<file path="src/rtl/seqdet_pkg.sv">
// Shared constants and helpers for the parametrised sequence detector.
// Mode encodings, default pattern, and fill-counter width function.
package seqdet_pkg;

  localparam logic MODE_NONOVL = 1'b0;
  localparam logic MODE_OVL    = 1'b1;

  localparam logic [3:0] SEQDET_DEF_PAT = 4'b1011;

  function automatic int fill_w(input int n);
    return $clog2(n + 1);
  endfunction

endpackage

</file>
<file path="src/rtl/seqdet_next.sv">
// Combinational next-state for the sequence detector history.
// Shifts in one bit, advances fill, and flags a pattern hit.
module seqdet_next
  import seqdet_pkg::*;
#(
  parameter int N  = 4,
  parameter int FW = 3
) (
  input  logic [N-1:0]  hist,
  input  logic [FW-1:0] fill,
  input  logic          in_bit,
  input  logic [N-1:0]  pattern,
  input  logic          overlap,
  output logic [N-1:0]  hist_nx,
  output logic [FW-1:0] fill_nx,
  output logic          hit
);

  localparam logic [FW:0] NFULL = (FW+1)'(N);
  localparam logic [FW:0] ONE   = (FW+1)'(1);

  logic [FW:0] inc;
  logic [FW:0] sat;
  logic        unused_msb;

  assign unused_msb = hist[N-1];

  // shift, saturate fill at N, and clear fill after a non-overlapping hit
  always_comb begin
    hist_nx = {hist[N-2:0], in_bit};
    inc     = {1'b0, fill} + ONE;
    sat     = (inc > NFULL) ? NFULL : inc;
    hit     = (sat == NFULL) && (hist_nx == pattern);
    fill_nx = sat[FW-1:0];
    if (hit && (overlap == MODE_NONOVL)) begin
      fill_nx = '0;
    end
  end

endmodule

</file>
<file path="src/rtl/seq_detect_param.sv">
// Registered serial sequence detector with programmable N-bit pattern.
// Optional saturating match counter built when SEQDET_COUNT_EN is defined.
module seq_detect_param
  import seqdet_pkg::*;
#(
  parameter int          N           = 4,
  parameter logic [N-1:0] DEF_PATTERN = SEQDET_DEF_PAT,
  parameter int          CW          = 8
) (
  input  logic                    clk,
  input  logic                    rst,
  input  logic                    in_valid,
  input  logic                    in_bit,
  input  logic                    pat_load,
  input  logic [N-1:0]            pat_in,
  input  logic                    overlap,
  output logic                    match,
  output logic [CW-1:0]           match_count,
  output logic [fill_w(N)-1:0]    fill
);

  localparam int FW = fill_w(N);

  logic [N-1:0]  pattern;
  logic [N-1:0]  hist;
  logic [N-1:0]  hist_nx;
  logic [FW-1:0] fill_nx;
  logic          hit;
  logic          accept;

  assign accept = in_valid && !pat_load;

  seqdet_next #(
    .N  (N),
    .FW (FW)
  ) u_next (
    .hist    (hist),
    .fill    (fill),
    .in_bit  (in_bit),
    .pattern (pattern),
    .overlap (overlap),
    .hist_nx (hist_nx),
    .fill_nx (fill_nx),
    .hit     (hit)
  );

  // pattern/history/fill/match registers; a pattern load wins over data
  always_ff @(posedge clk or posedge rst) begin
    if (rst) begin
      pattern <= DEF_PATTERN;
      hist    <= '0;
      fill    <= '0;
      match   <= 1'b0;
    end else if (pat_load) begin
      pattern <= pat_in;
      fill    <= '0;
      match   <= 1'b0;
    end else if (in_valid) begin
      hist    <= hist_nx;
      fill    <= fill_nx;
      match   <= hit;
    end else begin
      match   <= 1'b0;
    end
  end

`ifdef SEQDET_COUNT_EN
  logic [CW-1:0] cnt;

  // saturating hit counter, cleared by a pattern load
  always_ff @(posedge clk or posedge rst) begin
    if (rst) begin
      cnt <= '0;
    end else if (pat_load) begin
      cnt <= '0;
    end else if (accept && hit && (cnt != '1)) begin
      cnt <= cnt + CW'(1);
    end
  end

  assign match_count = cnt;
`else
  assign match_count = '0;
`endif

endmodule

</file>
<file path="config.mk">
export PLATFORM = sky130hd
export DESIGN_NAME = seq_detect_param
export DESIGN_NICKNAME = d
export VERILOG_FILES = /design/src/rtl/seqdet_pkg.sv /design/src/rtl/seqdet_next.sv /design/src/rtl/seq_detect_param.sv
export SDC_FILE = /design/constraint.sdc
export NUM_CORES = 1
export LEC_CHECK = 0
export CORE_MARGIN = 2
export CORE_UTILIZATION = 48
export DETAILED_ROUTE_END_ITERATION = 8
export PLACE_DENSITY = 0.81
export SLEW_MARGIN = 40
export SYNTH_ARGS = -nofsm -noshare
export SYNTH_HDL_FRONTEND = slang
export SYNTH_HIERARCHICAL = 1
export SYNTH_SLANG_ARGS = --single-unit
</file>
<file path="constraint.sdc">
create_clock -name clk -period 3.3 [get_ports clk]
set_clock_uncertainty 0.2 [all_clocks]
set_input_delay 0.66 -clock clk [delete_from_list [all_inputs] [get_ports clk]]
set_output_delay 0.66 -clock clk [all_outputs]
set_load 0.005 [all_outputs]
</file>
# After elaboration in Yosys (flattened, before gate mapping)
# Cells that the tools add are included.
[op_classes]
addsub = 1
n_lt_le_gt_ge = 1
n_eq_ne = 2
muxes = 6
bitwise_logic = 2
reduce_logical = 4
[ops]
columns = ["operator", "n"]
rows = [
  ["$mux 3", 3],
  ["$add 3x1->4 const B", 1],
  ["$eq 4x3->1 const B", 1],
  ["$eq 4x4->1", 1],
  ["$gt 4x3->1 const B", 1],
  ["$mux 4", 1],
  ["$logic_and 1x1->1", 2],
  ["$mux 1", 2],
  ["$not 1->1", 2],
  ["$reduce_and 2->1", 1],
  ["$reduce_bool 2->1", 1],
]
[totals]
register_bits = 11
inputBits = 10
output_inout_bits = 12

# Longest topological paths before layout
[depth]
ltp_word = 9
depth_mapped = 6
mapped_depth_nobuf = 6

# Hierarchy
# Netlist, hierarchy kept.
[modules_own_cells]
columns = ["mod", "instances", "cells_per_inst", "area_each_um2", "seq_area_each_um2"]
rows = [
  ["seq_detect_param", 1, 39, 531.8, 304.0],
  ["seqdet_next", 1, 27, 207.7, 0.0],
]

# Worst setup path before layout
# Ideal clock, no wire load.
[synth_timing]
path_type = "reg-to-reg"
from = "reg fill[0]"
to = "reg fill[2]"
setup_time_ps = 118
arrival_time_ps = 1687
t_required_ps = 2982
path_slack_ps = 1295
stages_incl_launch_ff = 7
synth_period_minus_slack_ps = 2005
path_cell_list = "dfrtp_1 ha_1 or3b_1 o221a_2 o311a_1 mux2i_1 nor2_1"
[synth_via]
elab_chain_cells = 9
[synth_rtl]
columns = ["element", "line", "source"]
rows = [
  ["from (decl)", "seq_detect_param.sv:19", "output logic [fill_w(N)-1:0] fill"],
  ["from (signal assigned)", "seq_detect_param.sv:60", "fill <= fill_nx;"],
  ["$add 3x1->4 *", "seqdet_next.sv:31", "inc = {1'b0, fill} + ONE;"],
  ["$gt 4x3->1", "seqdet_next.sv:32", "sat = (inc > NFULL) ? NFULL : inc;"],
  ["$mux 4 *", "seqdet_next.sv:32", ""],
  ["$eq 4x3->1", "seqdet_next.sv:33", "hit = (sat == NFULL) && (hist_nx == pattern);"],
  ["$logic_and 1x1->1", "seqdet_next.sv:33", ""],
  ["$logic_and 1x1->1", "seqdet_next.sv:35", "if (hit && (overlap == MODE_NONOVL)) begin"],
  ["$mux 3 *", "seqdet_next.sv:35", ""],
  ["net fill_nx[2]", "seq_detect_param.sv:27", "logic [FW-1:0] fill_nx;"],
  ["$mux 3 *", "seq_detect_param.sv:58", "end else if (in_valid) begin"],
  ["$mux 3 *", "seq_detect_param.sv:54", "end else if (pat_load) begin"],
]
# Mark *: on every way through the listed nets, which the timed path passes. The rest lies on a longest branch. The select of a mux whose other input is x is not followed.
# A chain may end at the register's enable or synchronous reset.

# Final worst setup path
# Ends and elaborated chain as after synthesis.

==> summary.txt <==
Global routing
  • Pin count of the biggest net entering global routing: 12
  • Initial antenna violation count: 0
  • Grt ovf: 0
  • Number of global-route vias before repair: roughly 440
  • All-Layer GR Usage: about 15%
  • First-pass GRT wire length: around 1900 um

Place
  • Placed inst area: 781 um2
  • DP HPWL: about 850 um
  • Final Wtd Congestion: 0.760
  • Inst Count DP: 86
  • PortBufs: 13

Finish
  • Ant. Diodes: 0
  • Multi-input combinational cell area: 342 um2
  • Post-Layout Cell Count: 90
  • Proportion of layout cells with a drive suffix above 1: approximately a quarter
  • Fill count: 121
  • Finished Cell Area: around 810 um2
  • Register Area: 279 um2
  • Util after Layout: between 60% and 70%
  • Number of nets in the layout: about 90
  • Layout area overhead: 16.0%

Power
  • Internal power: about 0.00025 W
  • Pwr per Cell Area: between 400 and 500 nW/um2
  • Sw Ratio: approximately a quarter
  • Pleak: 0.357 nW
  • Clock power share: 27.5%
  • Sequential share of power: 50.6%
  • Maximum vdd drop: ~0.0003 V
  • Comb power frac: 21.9%
  • Switching power: 0.0000887 W

Timing
  • Setup TNS: 0 ns
  • Final min period: 2.17 ns
  • Endpoints failing setup: 0
  • Peak Freq: ~0.46 GHz
  • Final Slew Violations: 0
  • Fin Hold WS: around 0.34 ns
  • RSZ-0062 raised after global routing: false
  • Final hold vios: 0
  • Final Cycle Share: roughly two thirds

Floorplanning
  • Core area: 1330 um2
  • Die span in x: approximately 42 um
  • Die Y: 42.1 um
  • Num ports: 22
  • Initial core utilization: roughly 52%
  • Die area: between 1500 and 2000 um2
  • Num rows: 13

Synth
  • YS warnings: 6
  • Synth Instances: 63
  • Syn avg cell area: 11.0 um2
  • Mapped cell area: ~700 um2

Routing
  • Routed vias: 441
  • Routed len/inst: around 12 um
  • DRT Pass-1 Iters: 3
  • Routed Antenna Nets: 0
  • Initial DRC Count: 5
  • Routed WL: about 1100 um
  • Vias per cell: around 4.9
  • Post-route DRC: 0

Critical path
  • CP Launch Type: flip-flop
  • WP data required: roughly 3.3 ns
  • Buf+Inv Stages, Crit Path: 0
  • CP top delay family: flip-flops
  • Setup CP Type: reg -> reg
  • CP max stage delay: between 0.4 and 0.5 ns
  • Slowest CP cell: dfrtp_1
  • Ordered cell list for the critical path: ha_1 -> or3b_1 -> o221a_2 -> o311a_1 -> mux2i_1 -> nor2_1
  • Worst reg2reg setup slack: ~1.1 ns
  • CP arrival: between 2 and 2.5 ns
  • CP max FO: 8
  • Critical Path End Type: flip-flop

CTS
  • Total CTS buffers: 3
  • Max clock buf depth: 2
  • Hold buffers post-CTS: 0
  • Worst-path clk slew: roughly 0.07 ns
  • PostCTS Resize Cnt: 0
  • Clk sinks: 11
  • CTS tree: yes
  • Clk root buf: clkbuf_4
  • H-tree depth: 1
  • Clk_lat worst skew: approximately 0.27 ns
  • Post-CTS Setup Bufs: 0

Run status
  • Status: complete, no violations

Min path
  • Class of the worst hold path: reg -> reg

Run
  • Max Cap Viol: 0
==> cell usage in the layout (no fill, tap or decap), drive strengths merged <==
cell type / count
a2111oi: 1
a2bb2oi: 1
and2: 2
clkbuf: 4
clkdlybuf4s50: 13
conb: 8
dfrtp: 8
dfstp: 3
ha: 2
inv: 3
mux2: 7
mux2i: 3
nand2: 2
nand4: 1
nor2: 6
nor2b: 1
o211a: 1
o221a: 1
o311a: 1
or2: 1
or3b: 1
xnor2: 5
==> per-layer routing <==
layer / share of wire, % / GRT usage (%)
met2: 50 / 24.4
met4: 2.8 / 11.3
met1: 41 / 17.6
met3: 5.8 / 3.02
met5: 0 / 0
==> registers in the layout, summed over array words and instances, names as in the netlist <==
signal	count
hist	3
match	1
fill	3
pattern	4
==> through the flow <==
step	worst slack, ns	power (W)
6_report	1.13	0.000335
5_1_grt	0.947	0.000354
4_1_cts	1.13	0.000339
3_5_place_dp	1.05	0.000247
3_3_place_gp	1.08	0.000243
2_1_floorplan	1.30	0.000233
==> worst reg2reg max path, delay by kind of cell, from the launching register on <==
| family | cells | cell delay (ns) |
|---|---|---|
| flip-flops | 1 | 0.49 |
| AO/OA/AOI/OAI | 2 | 0.49 |
| AND/OR/NAND/NOR | 2 | 0.44 |
| multiplexers | 1 | 0.13 |
| adder cells (fa/ha/maj) | 1 | 0.30 |
==> power groups by stage <==
| stage | logic [W] | clock network, W | registers (W) |
|---|---|---|---|
| floorplan | 0.0000647 | 0 | 0.000169 |
| global placement | 0.0000722 | 0 | 0.000171 |
| detailed placement | 0.0000745 | 0 | 0.000172 |
| CTS | 0.0000747 | 0.0000950 | 0.000170 |
| global route | 0.0000826 | 0.0000990 | 0.000172 |
| finish | 0.0000734 | 0.0000921 | 0.000169 |
==> final cells by class <==
class                           count  area share, %
Multi-Input combinational cell     44           42.3
Sequential cell                    11           34.6
Timing Repair Buffer               13           16.1
Clock buffer                        4           3.26
Tap cell                           15           2.33
Inverter                            3           1.40
==> final timing paths <==
check,startpoint,endpoint,cells past startpoint
worst min register to register,hist[2],hist[2],1
worst max register to register,fill[0],fill[2],6
max in group asynchronous,rst,pattern[1],2
min in group asynchronous,rst,hist[0],2
worst max-delay path,fill[0],fill[2],6
worst min-delay path,hist[2],hist[2],1
No activity file was read; power rests on OpenSTA's default activity.
